===== config.mk =====
export PLATFORM = sky130hd
export DESIGN_NAME = alu_exec_unit
export DESIGN_NICKNAME = d
export VERILOG_FILES = /design/src/rtl/alu_exec_unit.sv
export SDC_FILE = /design/constraint.sdc
export NUM_CORES = 1
export LEC_CHECK = 0
export ABC_AREA = 0
export ABC_CLOCK_PERIOD_IN_PS = 8700
export CAP_MARGIN = 15
export CORE_MARGIN = 4
export CORE_UTILIZATION = 55
export CTS_CLUSTER_SIZE = 20
export DETAILED_ROUTE_END_ITERATION = 10
export PLACE_DENSITY = 0.89
export SETUP_SLACK_MARGIN = 0.3
export SLEW_MARGIN = 20
export SYNTH_ARGS = -nofsm -noshare
export SYNTH_HDL_FRONTEND = slang
export SYNTH_SLANG_ARGS = --single-unit

===== constraint.sdc =====
create_clock -name clk -period 8.7 [get_ports clk]
set_input_delay 1.305 -clock clk [delete_from_list [all_inputs] [get_ports clk]]
set_output_delay 1.305 -clock clk [all_outputs]
set_load 0.03 [all_outputs]

===== src/rtl/alu_exec_unit.sv =====
// Multi-cycle RV32 execute unit with a valid/ready handshake on both sides.
// Shifts step one bit per cycle unless BARREL_SHIFT_EN is defined, in which case every op takes one cycle.
//
// state | meaning
// IDLE  | ready for an op; accepts on in_valid
// SHIFT | iterative shift in progress (not built with BARREL_SHIFT_EN)
// DONE  | result/zero valid, held until out_ready
module alu_exec_unit #(
  parameter int WIDTH = 32
) (
  input  logic             clk,
  input  logic             rst,
  input  logic             in_valid,
  output logic             in_ready,
  input  logic [3:0]       alu_ctrl,
  input  logic [WIDTH-1:0] op_a,
  input  logic [WIDTH-1:0] op_b,
  output logic             out_valid,
  input  logic             out_ready,
  output logic [WIDTH-1:0] result,
  output logic             zero
);

  localparam int SW = $clog2(WIDTH);

  typedef enum logic [1:0] {
    IDLE  = 2'd0,
`ifndef BARREL_SHIFT_EN
    SHIFT = 2'd1,
`endif
    DONE  = 2'd2
  } state_t;

  state_t          state, state_nxt;
  logic            accept;
  logic            is_shift;
  logic [SW-1:0]   amt;
  logic [WIDTH-1:0] alu_val;

  assign accept   = in_valid && in_ready;
  assign amt      = op_b[SW-1:0];
  assign is_shift = (alu_ctrl == 4'b0101) || (alu_ctrl == 4'b0110) || (alu_ctrl == 4'b0111);

  always_comb begin
    alu_val = op_a + op_b;
    case (alu_ctrl)
      4'b0001: alu_val = op_a - op_b;
      4'b0010: alu_val = op_a & op_b;
      4'b0011: alu_val = op_a | op_b;
      4'b0100: alu_val = op_a ^ op_b;
`ifdef BARREL_SHIFT_EN
      4'b0101: alu_val = op_a << amt;
      4'b0110: alu_val = op_a >> amt;
      4'b0111: alu_val = WIDTH'($signed(op_a) >>> amt);
`else
      // only reached with a zero amount; nonzero amounts go through SHIFT
      4'b0101, 4'b0110, 4'b0111: alu_val = op_a;
`endif
      4'b1000: alu_val = {{(WIDTH-1){1'b0}}, $signed(op_a) < $signed(op_b)};
      4'b1001: alu_val = {{(WIDTH-1){1'b0}}, op_a < op_b};
      default: alu_val = op_a + op_b;
    endcase
  end

`ifndef BARREL_SHIFT_EN
  logic [SW-1:0]    cnt;
  logic [1:0]       sh_op;
  logic [WIDTH-1:0] step;
  logic             last_step;

  assign last_step = (cnt == SW'(1));

  always_comb begin
    case (sh_op)
      2'b01:   step = {result[WIDTH-2:0], 1'b0};
      2'b10:   step = {1'b0, result[WIDTH-1:1]};
      default: step = {result[WIDTH-1], result[WIDTH-1:1]};
    endcase
  end
`endif

  always_ff @(posedge clk) begin
    if (rst) state <= IDLE;
    else     state <= state_nxt;
  end

  always_comb begin
    state_nxt = state;
    case (state)
      IDLE: begin
        if (accept) begin
`ifndef BARREL_SHIFT_EN
          if (is_shift && (amt != '0)) state_nxt = SHIFT;
          else
`endif
          state_nxt = DONE;
        end
      end
`ifndef BARREL_SHIFT_EN
      SHIFT: if (last_step) state_nxt = DONE;
`endif
      DONE: if (out_ready) state_nxt = IDLE;
      default: state_nxt = IDLE;
    endcase
  end

  always_comb begin
    in_ready  = (state == IDLE);
    out_valid = (state == DONE);
  end

  // result doubles as the working register while shifting
  always_ff @(posedge clk) begin
    if (rst) begin
      result <= '0;
      zero   <= 1'b0;
`ifndef BARREL_SHIFT_EN
      cnt    <= '0;
      sh_op  <= 2'b00;
`endif
    end else begin
      case (state)
        IDLE: begin
          if (accept) begin
`ifndef BARREL_SHIFT_EN
            if (is_shift && (amt != '0)) begin
              result <= op_a;
              cnt    <= amt;
              sh_op  <= alu_ctrl[1:0];
            end else
`endif
            begin
              result <= alu_val;
              zero   <= (alu_val == '0);
            end
          end
        end
`ifndef BARREL_SHIFT_EN
        SHIFT: begin
          result <= step;
          cnt    <= cnt - SW'(1);
          if (last_step) zero <= (step == '0);
        end
`endif
        default: ;
      endcase
    end
  end

  logic unused_is_shift;
  assign unused_is_shift = is_shift;

endmodule


== After elaboration in Yosys (flattened, before gate mapping) ==
Cells that the tools add are included.
Storage, ports and cells
  register bits after elaboration: 42
  output and inout bits: 35
  logic and storage cells: 64
  bits of input ports: 72
Cells by class
  reductions and logical operators: 15
  multiplexer cells: 17
  bitwise gates (word level): 3
  equal/unequal tests: 19
  add/sub/neg operators: 3
  order comparisons: 2
Operators by type and width (count)
  case mux 32 bit (7 select lines): 1
  case mux 32 bit (2 select lines): 2
  zero test 32 bit: 2
  less-than comparator 32 bit: 2
  2-to-1 mux 32 bit: 2
  adder 32 bit: 1
  bitwise AND 32 bit: 1
  bitwise OR 32 bit: 1
  subtractor 32 bit: 1
  XOR 32 bit: 1
  == test 4 x 3 -> 1 bit, second input constant: 4
  2-to-1 mux 5 bit: 2
  case mux 5 bit (2 select lines): 1
  AND reduction 3 bit: 3
  == test 4 x 2 -> 1 bit, second input constant: 2
  == test 4 bit, second input constant: 2
  2-to-1 mux 2 bit: 4
  inequality test 2 x 1 -> 1 bit, second input constant: 3
  case mux 2 bit (3 select lines): 1
  == test 5 x 1 -> 1 bit, second input constant: 1
  nonzero test 5 bit: 1
  subtractor 5 x 1 -> 5 bit, second input constant: 1
  == test 2 x 1 -> 1 bit, second input constant: 2
  == test 2 bit, second input constant: 2
  11 further kinds: 16

== Logic depth before layout (Yosys ltp) ==
Gate-level depths: netlist of run 1.
  depth after elaboration: 7
  mapped depth: 15
  gate-level depth less buffers: 15

== Worst setup path before layout of run 1 ==
No wires, ideal clock.
  path type: input to register
  start: input port op_a[0]
  end: register zero
  buffers on the path: 0
  data required time: 8604 ps
  arrival: 4362 ps
  setup slack: 4242 ps
  setup time: 96 ps
  stages: 15
  cell sequence: inv_1 ha_1 inv_1 fa_1 nor2b_1 o311a_1 o31a_1 a311oi_4 a211oi_1 nor2_1 a22oi_1 o21ai_0 nand4_1 or3b_2 o41ai_2
Between the ends
  word-level cells in the longest chain between the ends: 6
  elaborated cells between the ends (all ways): 12
  those cells by class: 2 x add/sub; 2 x order compare; 4 x mux; 3 x bitwise; 1 x reduce/logical
RTL lines
  start: declaration: RTL line 16  | input logic [WIDTH-1:0] op_a,
  adder 32 bit, or another cell as far along: RTL line 61  | default: alu_val = op_a + op_b;
  case mux 32 bit (7 select lines) (*): RTL line 46  | case (alu_ctrl)
  zero test 32 bit (*): RTL line 134  | zero <= (alu_val == '0);
  2-to-1 mux 1 bit (*): RTL line 126  | if (is_shift && (amt != '0)) begin
  2-to-1 mux 1 bit (*): RTL line 124  | if (accept) begin
  case mux 1 bit (2 select lines) (*): RTL line 122  | case (state)
  end signal: assignment: RTL line 134
  end signal: assignment: RTL line 142  | if (last_step) zero <= (step == '0);
  end: declaration: RTL line 21  | output logic zero
Every way passes the cells marked *; elsewhere a longest branch is shown, timed or not. The select of a mux whose other input is x is not followed.
A chain may end at the register's enable or synchronous reset.

== Final worst setup path of run 1 ==
  start: input port op_a[11]
  end: register zero
Same word-level chain as after synthesis.

==> impl_metrics.env, run 1 <==
export IMPL_yosysMostFrequentCell="sky130_fd_sc_hd__nand2_1"
export IMPL_cpMostUsedCell="sky130_fd_sc_hd__inv_1"
export IMPL_drt_first_iter_violations=1431
export IMPL_yosysWarnings=0
export IMPL_yosysTopAreaCellShare=0.149
export IMPL_core_region_area_um2=14800
export IMPL_relSlewSlack=0.345
export IMPL_cts_buffers_inserted=5
export IMPL_clk_transition_reported_paths_ps=70
export IMPL_synth_yosys_seq_area_share=0.100
export IMPL_clock_sinks=42
export IMPL_yosys_top_cells_count="sky130_fd_sc_hd__nand2_1, sky130_fd_sc_hd__nor2_1, sky130_fd_sc_hd__a21oi_1, sky130_fd_sc_hd__inv_1, sky130_fd_sc_hd__ha_1"
export IMPL_worst_hold_path_type="flip-flop to flip-flop"
export IMPL_starting_density=0.569
export IMPL_synth_xor_xnor_area_share=0.00612
export IMPL_power_per_unit_of_standard_cell_area_nw_per_um2=111
export IMPL_synthTopCellsByArea="sky130_fd_sc_hd__ha_1, sky130_fd_sc_hd__dfxtp_1, sky130_fd_sc_hd__a21oi_1"
export IMPL_synth_edff_count=0
export IMPL_cp_startpoint="op_a[11]"
export IMPL_setup_tns_ps=0
export IMPL_maxSlewViolCount=0
export IMPL_synth_top_family_by_area="compound AO/OA/AOI/OAI gates"
export IMPL_report_final_setup_viol=0
export IMPL_setup_worst_path_end_class="flip-flop"
export IMPL_area_growth_pct=13.9
export IMPL_antenna_cells_inserted=0
export IMPL_run_status="finished clean"
export IMPL_total_power_draw_mw=1.06
export IMPL_finalHoldViolCount=0
export IMPL_gp_congestion=1.08
export IMPL_synth_mux_area_fraction=0.0277
export IMPL_hp_start="result[26]$_SDFFE_PP0P_"
export IMPL_nets_finish=1467
export IMPL_drtPass1Iterations=8
export IMPL_synth_adder_area_share=0.154
export IMPL_synth_area_um2=8390
export IMPL_timing_worst_slew_pin_value_ps=983
export IMPL_layout_setup_ws_ps=3230
export IMPL_finClkSkew_ps=9.27
export IMPL_groute_usage_overall=0.330
export IMPL_critical_path_max_stage_delay_ps=610
export IMPL_htreeDepth=2
export IMPL_dp_hpwl_um=22500
export IMPL_detailedPlace_worstSlack_ps=3130
export IMPL_routed_via_count=10300
export IMPL_die_area_um2=17300
export IMPL_area_fraction_in_compound_gates_after_synthesis=0.381
export IMPL_timing_setup_critical_path_class="input pin to flip-flop"
export IMPL_post_cts_hold_buffer_count=0
export IMPL_cp_required_ps=8900
export IMPL_post_route_period_util=0.628
export IMPL_ys_dominant_reg_cell="sky130_fd_sc_hd__dfxtp_1"
export IMPL_critical_path_cell_chain="clkdlybuf4s50_1 > inv_1 > ha_1 > inv_1 > o32ai_1 > a211oi_2 > o211ai_1 > a31oi_1 > o221ai_1 > a22oi_1 > o21ai_0 > nand4_1 > or3b_2 > o41ai_2"
export IMPL_timing_final_crit_period_ps=5470
export IMPL_die_width_um=131
export IMPL_route_detailed_vias_per_inst=6.97
export IMPL_routed_wl_um=30200
export IMPL_maximum_clock_rate_mhz=183
export IMPL_drt_antenna_violating_nets=0
export IMPL_power_leakage_nw=4.01
export IMPL_routedWlPerCell_um=20.4
export IMPL_postSynth_asyncResetShare=0
export IMPL_rr_startpoint="sh_op[0]$_SDFFE_PP0P_"
export IMPL_synthesis_nets=1434
export IMPL_post_synth_top_area_cell="sky130_fd_sc_hd__ha_1"
export IMPL_grt_pass1_wl_um=48700
export IMPL_setup_repair_after_global_routing_missed_its_margin="false"
export IMPL_clock_latency_ps=290
export IMPL_critical_path_n_buffers_inverters=3
export IMPL_antenna_found_initial=0
export IMPL_drc=0
export IMPL_syn_inst=1260
export IMPL_globalRouteOverflowTotal=0
export IMPL_worstSetupStartpointType="input pin"
export IMPL_postCtsSetupRepairBufs=0
export IMPL_io_pins=107
export IMPL_synth_lib_cells_used_distinct=90
export IMPL_core_rowCount=44
export IMPL_holdWs_ps=495
export IMPL_grt_max_degree=56
export IMPL_ctsLongestPathBuffers=2
export IMPL_cts_repair_resized=0
export IMPL_slowest_stage="sky130_fd_sc_hd__o32ai_1"
export IMPL_max_cap_violations=0
export IMPL_synth_area_per_cell_um2=6.66
export IMPL_synth_seq_cells=42
export IMPL_critPathArrivalTime_ps=5670
export IMPL_number_of_global_route_vias_before_repair=9435
export IMPL_clock_tree_root_cell="sky130_fd_sc_hd__clkbuf_16"
export IMPL_critical_path_top_delay_family="compound AO/OA/AOI/OAI gates"
export IMPL_worst_ir_drop_vdd_v=0.0000817
export IMPL_layout_drive_gt1_share=0.0433
export IMPL_place_port_buffers=106
export IMPL_cts_tree="built"
export IMPL_synth_simple_gate_area_share=0.237
export IMPL_critPathMaxFanout=15
export IMPL_die_height_um=131
[per-layer routing]
layer  track usage  vias up  part of all wire
li1              -     4692                 -
met1         0.440     4769              0.40
met2         0.530      728              0.44
met3        0.0619      119              0.12
met4         0.128        0             0.040
met5             0        -                 0
[flip-flops by register name, summed over array words and instances (netlist names)]
name	count
cnt	5
result	32
sh_op	2
state	2
zero	1
[cell families (layout without fill, tap and decap cells)]
group                      Yosys count  count (layout)
adders and majority gates          102             102
and+or+nand+nor                    424             424
buffers and inverters              201             235
AOI/OAI and AO/OA                  463             463
xor gates and xnor gates             5               5
muxes                               23              23
DFF                                 42              42
[final cells by class]
class | count | area (um2)
Multi-Input combinational cell | 1017 | 6780
Clock inverter | 3 | 21.3
Clock buffer | 5 | 125
Fill cell | 1360 | 5200
Timing Repair Buffer | 120 | 1160
Sequential cell | 42 | 841
Inverter | 107 | 402
Tap cell | 184 | 230
[worst paths after layout]
| kind | depth (start not counted) | endpoint | slack, ps |
|---|---|---|---|
| worst max-delay path | 14 | zero$_SDFFE_PP0P_ | 3230 |
| worst min-delay path | 2 | result[26]$_SDFFE_PP0P_ | 490 |
| worst max register to register | 10 | zero$_SDFFE_PP0P_ | 5310 |
| worst min register to register | 2 | result[26]$_SDFFE_PP0P_ | 490 |
[report_power, final]
part / switching, mW / total (mW) / internal (mW) / leakage, nW
logic: 0.398 / 0.639 / 0.240 / 3.60
registers: 0.0211 / 0.231 / 0.210 / 0.345
clock network: 0.0810 / 0.187 / 0.106 / 0.0698
total: 0.500 / 1.06 / 0.557 / 4.01
[metrics by stage]
step | cell area (um2) | instances | util
2_1_floorplan | 8390 | 1260 | -
3_3_place_gp | 9400 | 1470 | 0.637
3_5_place_dp | 9400 | 1470 | 0.637
4_1_cts | 9550 | 1478 | 0.647
5_1_grt | 9560 | 1478 | 0.648
6_report | 9560 | 1478 | 0.648
[worst min-delay path, cell delays in order (launching register included)]
cell and delay, ps:
sky130_fd_sc_hd__dfxtp_1 340, sky130_fd_sc_hd__nand2_1 60, sky130_fd_sc_hd__a21oi_1 50
[layout by cell type, fill, tap and decap left out, types with 5 or more instances in the layout]
master,instances
sky130_fd_sc_hd__or4_1,7
sky130_fd_sc_hd__a221oi_1,8
sky130_fd_sc_hd__buf_4,14
sky130_fd_sc_hd__o21ai_0,72
sky130_fd_sc_hd__and2_1,6
sky130_fd_sc_hd__nor2b_1,11
sky130_fd_sc_hd__and3_1,7
sky130_fd_sc_hd__o31ai_1,8
sky130_fd_sc_hd__inv_1,105
sky130_fd_sc_hd__a22oi_1,35
sky130_fd_sc_hd__clkdlybuf4s50_1,105
sky130_fd_sc_hd__a22o_1,5
sky130_fd_sc_hd__clkbuf_16,5
sky130_fd_sc_hd__nand4_1,15
sky130_fd_sc_hd__nor4_1,11
sky130_fd_sc_hd__nor3_1,30
sky130_fd_sc_hd__a31oi_1,19
sky130_fd_sc_hd__a211oi_1,28
sky130_fd_sc_hd__or2_2,5
sky130_fd_sc_hd__dfxtp_1,42
sky130_fd_sc_hd__o31a_1,8
sky130_fd_sc_hd__a21oi_1,110
sky130_fd_sc_hd__o221ai_1,17
sky130_fd_sc_hd__nand2b_1,15
sky130_fd_sc_hd__nor2_1,123
sky130_fd_sc_hd__o211ai_1,34
sky130_fd_sc_hd__nand2_1,133
sky130_fd_sc_hd__nand3_1,27
sky130_fd_sc_hd__o21bai_1,5
sky130_fd_sc_hd__o21a_1,6
sky130_fd_sc_hd__mux2i_1,21
sky130_fd_sc_hd__or3_1,10
sky130_fd_sc_hd__a21o_1,22
sky130_fd_sc_hd__o22ai_1,15
sky130_fd_sc_hd__ha_1,100
No activity file was read; power rests on OpenSTA's default activity.
==> inputs of run 2 (changes only) <==
Settings changed: ABC_CLOCK_PERIOD_IN_PS 8700 to 5000, CORE_UTILIZATION 55 to 53, PLACE_DENSITY 0.89 to 0.9.
Clock period 8.7 ns to 5 ns, I/O delays scaled along.
==> impl_metrics.env, run 2 (synthesized netlist as in run 1, its figures left out) <==
export IMPL_run_status="finished clean"
export IMPL_die_height_um=134
export IMPL_ctsLongestPathBuffers=2
export IMPL_routed_via_count=10500
export IMPL_place_port_buffers=106
export IMPL_htreeDepth=2
export IMPL_layout_drive_gt1_share=0.0714
export IMPL_final_common_cell="sky130_fd_sc_hd__nand2_1"
export IMPL_report_final_setup_viol=0
export IMPL_hp_start="sh_op[1]$_SDFFE_PP0P_"
export IMPL_relSlewSlack=0.347
export IMPL_setup_tns_ps=0
export IMPL_worst_ir_drop_vdd_v=0.000180
export IMPL_routed_wl_um=30700
export IMPL_min_delay_path_depth=2
export IMPL_cp_required_ps=5190
export IMPL_finClkSkew_ps=8.64
export IMPL_critPathMaxFanout=5
export IMPL_max_cap_violations=0
export IMPL_finalHoldViolCount=0
export IMPL_maximum_clock_rate_mhz=218
export IMPL_cts_buffers_inserted=5
export IMPL_worst_hold_path_type="flip-flop to flip-flop"
export IMPL_clock_tree_root_cell="sky130_fd_sc_hd__clkbuf_16"
export IMPL_grt_max_degree=47
export IMPL_rrSetupSlack_ps=1670
export IMPL_route_detailed_vias_per_inst=6.78
export IMPL_postCtsSetupRepairBufs=0
export IMPL_drc=0
export IMPL_clk_transition_reported_paths_ps=60
export IMPL_worstSetupStartpointType="input pin"
export IMPL_globalRouteOverflowTotal=0
export IMPL_drt_first_iter_violations=1682
export IMPL_starting_density=0.546
export IMPL_clock_latency_ps=300
export IMPL_post_route_period_util=0.916
export IMPL_timing_rr_end="zero$_SDFFE_PP0P_"
export IMPL_timing_setup_critical_path_class="input pin to flip-flop"
export IMPL_critPathArrivalTime_ps=4770
export IMPL_cpMostUsedCell="sky130_fd_sc_hd__inv_1"
export IMPL_core_rowCount=45
export IMPL_most_common_layout_cells="sky130_fd_sc_hd__nand2_1, sky130_fd_sc_hd__nor2_1, sky130_fd_sc_hd__a21oi_1"
export IMPL_number_of_global_route_vias_before_repair=9145
export IMPL_power_per_unit_of_standard_cell_area_nw_per_um2=191
export IMPL_cts_tree="built"
export IMPL_dp_hpwl_um=23600
export IMPL_power_leakage_nw=4.20
export IMPL_setup_worst_path_end_class="flip-flop"
export IMPL_core_region_area_um2=15400
export IMPL_timing_final_crit_period_ps=4580
export IMPL_timing_worst_slew_pin_value_ps=975
export IMPL_setup_repair_after_global_routing_missed_its_margin="false"
export IMPL_gp_congestion=1.02
export IMPL_maxSlewViolCount=0
export IMPL_slowest_stage="sky130_fd_sc_hd__clkdlybuf4s50_1"
export IMPL_biggest_registers_after_layout="result x32, cnt x5"
export IMPL_worst_r2r_cell_count=10
export IMPL_regMostFlops="result"
export IMPL_holdWs_ps=482
export IMPL_rr_startpoint="sh_op[0]$_SDFFE_PP0P_"
export IMPL_number_of_flip_flops_under_the_largest_register_name=32
export IMPL_worst_hold_path_endpoint="sh_op[1]$_SDFFE_PP0P_"
export IMPL_groute_usage_overall=0.323
export IMPL_grt_pass1_wl_um=48200
export IMPL_routedWlPerCell_um=19.9
export IMPL_die_area_um2=17900
export IMPL_die_width_um=134
export IMPL_drtPass1Iterations=7
export IMPL_antenna_cells_inserted=0
export IMPL_drt_antenna_violating_nets=0
export IMPL_clock_sinks=42
export IMPL_area_growth_pct=18.0
export IMPL_io_pins=107
export IMPL_critical_path_max_stage_delay_ps=470
export IMPL_antenna_found_initial=1
export IMPL_nets_finish=1504
export IMPL_cp_startpoint="op_a[0]"
export IMPL_critical_path_cell_chain="clkdlybuf4s50_1 > inv_1 > ha_1 > inv_1 > fa_1 > nor2b_1 > o311a_1 > o31a_1 > a311oi_4 > a211oi_1 > nor2_1 > a22oi_1 > o21ai_2 > nand4_1 > or3b_2 > o41ai_2"
-- run 2: area by class of cell --
cell class                      instances  area [um2]
Sequential cell                        42         841
Tap cell                              211         264
Clock inverter                          3        23.8
Multi-Input combinational cell       1017        6790
Clock buffer                            5         125
Fill cell                            1366        5480
Timing Repair Buffer                  157        1450
Inverter                              107         402
-- run 2: worst max path at each step --
stage                              endpoint  slack [ps]  cells after the start
after CTS                 zero$_SDFFE_PP0P_         370                     15
final                     zero$_SDFFE_PP0P_         420                     16
after detailed placement  zero$_SDFFE_PP0P_         150                     15
after global placement    zero$_SDFFE_PP0P_         250                     15
after floorplan           zero$_SDFFE_PP0P_        1100                     15
after global routing      zero$_SDFFE_PP0P_         290                     17
-- run 2: metal layers --
layer  GRT usage  wire length (um)  vias to the layer above  share of wire
met5           0                 0                        -              0
met4       0.132              1360                        0          0.044
met3      0.0559              3810                      127           0.12
met2       0.495             13300                      782           0.43
met1       0.447             12300                     4782           0.40
li1            -                 -                     4765              -
-- run 2: report_power, final --
group | leakage [nW] | switching [mW] | internal [mW]
logic | 3.79 | 0.696 | 0.450
clock network | 0.0664 | 0.148 | 0.187
registers | 0.345 | 0.0388 | 0.366
-- run 2: critical path, delay by kind of cell --
kind | cells | cell delay [ps]
simple gates | 4 | 900
fa+ha+maj | 2 | 610
buf+inv | 3 | 690
compound gates | 7 | 1810
-- run 2: metrics by stage --
step	setup slack (ps)	cells	utilization	cell area [um2]	total power, mW
after floorplan	1100	1260	-	8390	1.13
after global placement	251	1534	0.633	9730	1.50
after detailed placement	151	1534	0.633	9730	1.51
after CTS	372	1542	0.642	9870	1.84
after global routing	292	1542	0.644	9890	1.99
final	422	1542	0.644	9890	1.89
-- run 2: timing repair --
action	4_1_cts	5_1_grt
hold buffers	0	0
resized for setup	0	6
endpoints found under the setup margin	0	2
==> inputs of run 3 (changes only) <==
Settings changed: CORE_UTILIZATION 53 to 55, DONT_BUFFER_PORTS set to 1, PLACE_DENSITY 0.9 to 0.83.
==> impl_metrics.env, run 3 (synthesized netlist as in run 1, its figures left out) <==
export IMPL_run_status="finished clean"
export IMPL_power_leakage_nw=3.63
export IMPL_ctsLongestPathBuffers=2
export IMPL_report_final_setup_viol=0
export IMPL_post_cts_hold_buffer_count=0
export IMPL_worst_ir_drop_vdd_v=0.000185
export IMPL_clock_latency_ps=290
export IMPL_total_power_draw_mw=1.73
export IMPL_io_pins=107
export IMPL_maxSlewViolCount=0
export IMPL_postCtsSetupRepairBufs=0
export IMPL_drc=0
export IMPL_layout_setup_ws_ps=880
export IMPL_critPathMaxFanout=8
export IMPL_routed_via_count=9785
export IMPL_critical_path_max_stage_delay_ps=470
export IMPL_cp_required_ps=5190
export IMPL_number_of_global_route_vias_before_repair=8857
export IMPL_core_region_area_um2=14800
export IMPL_starting_density=0.569
export IMPL_cts_tree="built"
export IMPL_rr_startpoint="sh_op[0]$_SDFFE_PP0P_"
export IMPL_max_cap_violations=0
export IMPL_drt_antenna_violating_nets=0
export IMPL_globalRouteOverflowTotal=0
export IMPL_route_detailed_vias_per_inst=7.12
export IMPL_die_area_um2=17300
export IMPL_clk_transition_reported_paths_ps=60
export IMPL_timing_worst_slew_pin_value_ps=973
export IMPL_critPathArrivalTime_ps=4310
export IMPL_clock_sinks=42
export IMPL_cpMostUsedCell="sky130_fd_sc_hd__inv_1"
export IMPL_drtPass1Iterations=6
export IMPL_worst_r2r_cell_count=10
export IMPL_relSlewSlack=0.349
export IMPL_power_per_unit_of_standard_cell_area_nw_per_um2=202
export IMPL_grt_max_degree=82
export IMPL_clock_tree_root_cell="sky130_fd_sc_hd__clkbuf_16"
export IMPL_timing_final_crit_period_ps=4120
export IMPL_dp_hpwl_um=21600
export IMPL_final_common_cell="sky130_fd_sc_hd__nand2_1"
export IMPL_place_port_buffers=0
export IMPL_cts_buffers_inserted=5
export IMPL_post_route_period_util=0.824
export IMPL_area_growth_pct=1.83
export IMPL_setup_tns_ps=0
export IMPL_finClkSkew_ps=4.21
export IMPL_htreeDepth=2
export IMPL_die_width_um=131
export IMPL_hp_start="sh_op[1]$_SDFFE_PP0P_"
export IMPL_layout_drive_gt1_share=0.0479
export IMPL_postLayoutCellArea_um2=8540
export IMPL_finalHoldViolCount=0
export IMPL_grt_pass1_wl_um=46400
export IMPL_most_common_layout_cells="sky130_fd_sc_hd__nand2_1, sky130_fd_sc_hd__nor2_1, sky130_fd_sc_hd__a21oi_1"
export IMPL_placed_cell_area_um2=8370
export IMPL_drt_first_iter_violations=1617
export IMPL_detailedPlace_worstSlack_ps=633
export IMPL_rrSetupSlack_ps=1580
export IMPL_worstSetupStartpointType="input pin"
export IMPL_antenna_cells_inserted=0
export IMPL_number_of_flip_flops_under_the_largest_register_name=32
export IMPL_setup_repair_after_global_routing_missed_its_margin="false"
export IMPL_worst_hold_path_type="flip-flop to flip-flop"
export IMPL_setup_worst_path_end_class="flip-flop"
export IMPL_timing_setup_critical_path_class="input pin to flip-flop"
export IMPL_min_delay_path_depth=2
export IMPL_maximum_clock_rate_mhz=243
export IMPL_slowest_stage="sky130_fd_sc_hd__or3b_2"
export IMPL_critical_path_cell_chain="inv_1 > ha_1 > inv_1 > fa_1 > nor2b_1 > o311a_1 > o31a_1 > a311oi_4 > a211oi_1 > nor2_1 > a22oi_1 > o21ai_0 > nand4_1 > or3b_2 > o41ai_2"
export IMPL_gp_congestion=1.06
export IMPL_antenna_found_initial=0
export IMPL_nets_finish=1364
export IMPL_core_rowCount=44
export IMPL_worst_hold_path_endpoint="sh_op[1]$_SDFFE_PP0P_"
export IMPL_timing_rr_end="zero$_SDFFE_PP0P_"
export IMPL_routedWlPerCell_um=20.9
export IMPL_groute_usage_overall=0.312
export IMPL_routed_wl_um=28700
export IMPL_regMostFlops="result"
export IMPL_die_height_um=131
export IMPL_biggest_registers_after_layout="result x32, cnt x5"
export IMPL_cts_repair_resized=0
==> run 3: cell count changes in the layout (fill, tap and decap cells not counted), sizes merged <==
cell	previous run	this run
clkdlybuf4s50	104	0
buf	52	17
bufinv	0	1
clkbuf	5	6
clkinvlp	2	1
dlymetal6s2s	1	0
inv	107	106
==> run 3: metal layers <==
metal / up-vias / track usage / wire [um] / share of wire
met1: 4468 / 0.421 / 11300 / 0.40
li1: 4479 / - / - / -
met3: 119 / 0.0768 / 3980 / 0.14
met5: - / 0 / 0 / 0
met2: 719 / 0.483 / 12300 / 0.43
met4: 0 / 0.119 / 1090 / 0.038
==> run 3: area by class of cell <==
type / count / area [um2]
multi-input cells: 1017 / 6780
fillers: 1401 / 6210
flip-flops and latches: 42 / 841
inverters: 107 / 402
well taps: 184 / 230
clock buffers: 6 / 129
repair buffers: 17 / 128
clock inverters: 2 / 37.5
==> run 3: stage by stage <==
| stage | utilization | hold WS (ps) | std cells |
|---|---|---|---|
| after floorplan | - | 451 | 1260 |
| after global placement | 0.567 | 477 | 1367 |
| after detailed placement | 0.567 | 487 | 1367 |
| after CTS | 0.579 | 494 | 1375 |
| after global routing | 0.579 | 523 | 1375 |
| final | 0.579 | 487 | 1375 |
==> run 3: report_power, final <==
group | switching (mW) | internal [mW]
combinational | 0.567 | 0.329
clock | 0.134 | 0.236
sequential | 0.0961 | 0.366
total | 0.798 | 0.931
==> run 3: how the worst max path moves through the flow <==
stage | start | to | slack, ps | cells after the start
floorplan | op_a[0] | zero$_SDFFE_PP0P_ | 1100 | 15
global placement | op_a[0] | zero$_SDFFE_PP0P_ | 790 | 15
detailed placement | op_a[0] | zero$_SDFFE_PP0P_ | 630 | 15
CTS | op_a[0] | zero$_SDFFE_PP0P_ | 920 | 15
global route | op_a[0] | zero$_SDFFE_PP0P_ | 640 | 15
finish | op_a[0] | zero$_SDFFE_PP0P_ | 880 | 15
==> run 3: worst max-delay path: cells and delay by family <==
family | cells | cell delay, ps
fa+ha+maj | 2 | 580
simple gates | 4 | 920
compound gates | 7 | 1920
buf+inv | 2 | 140
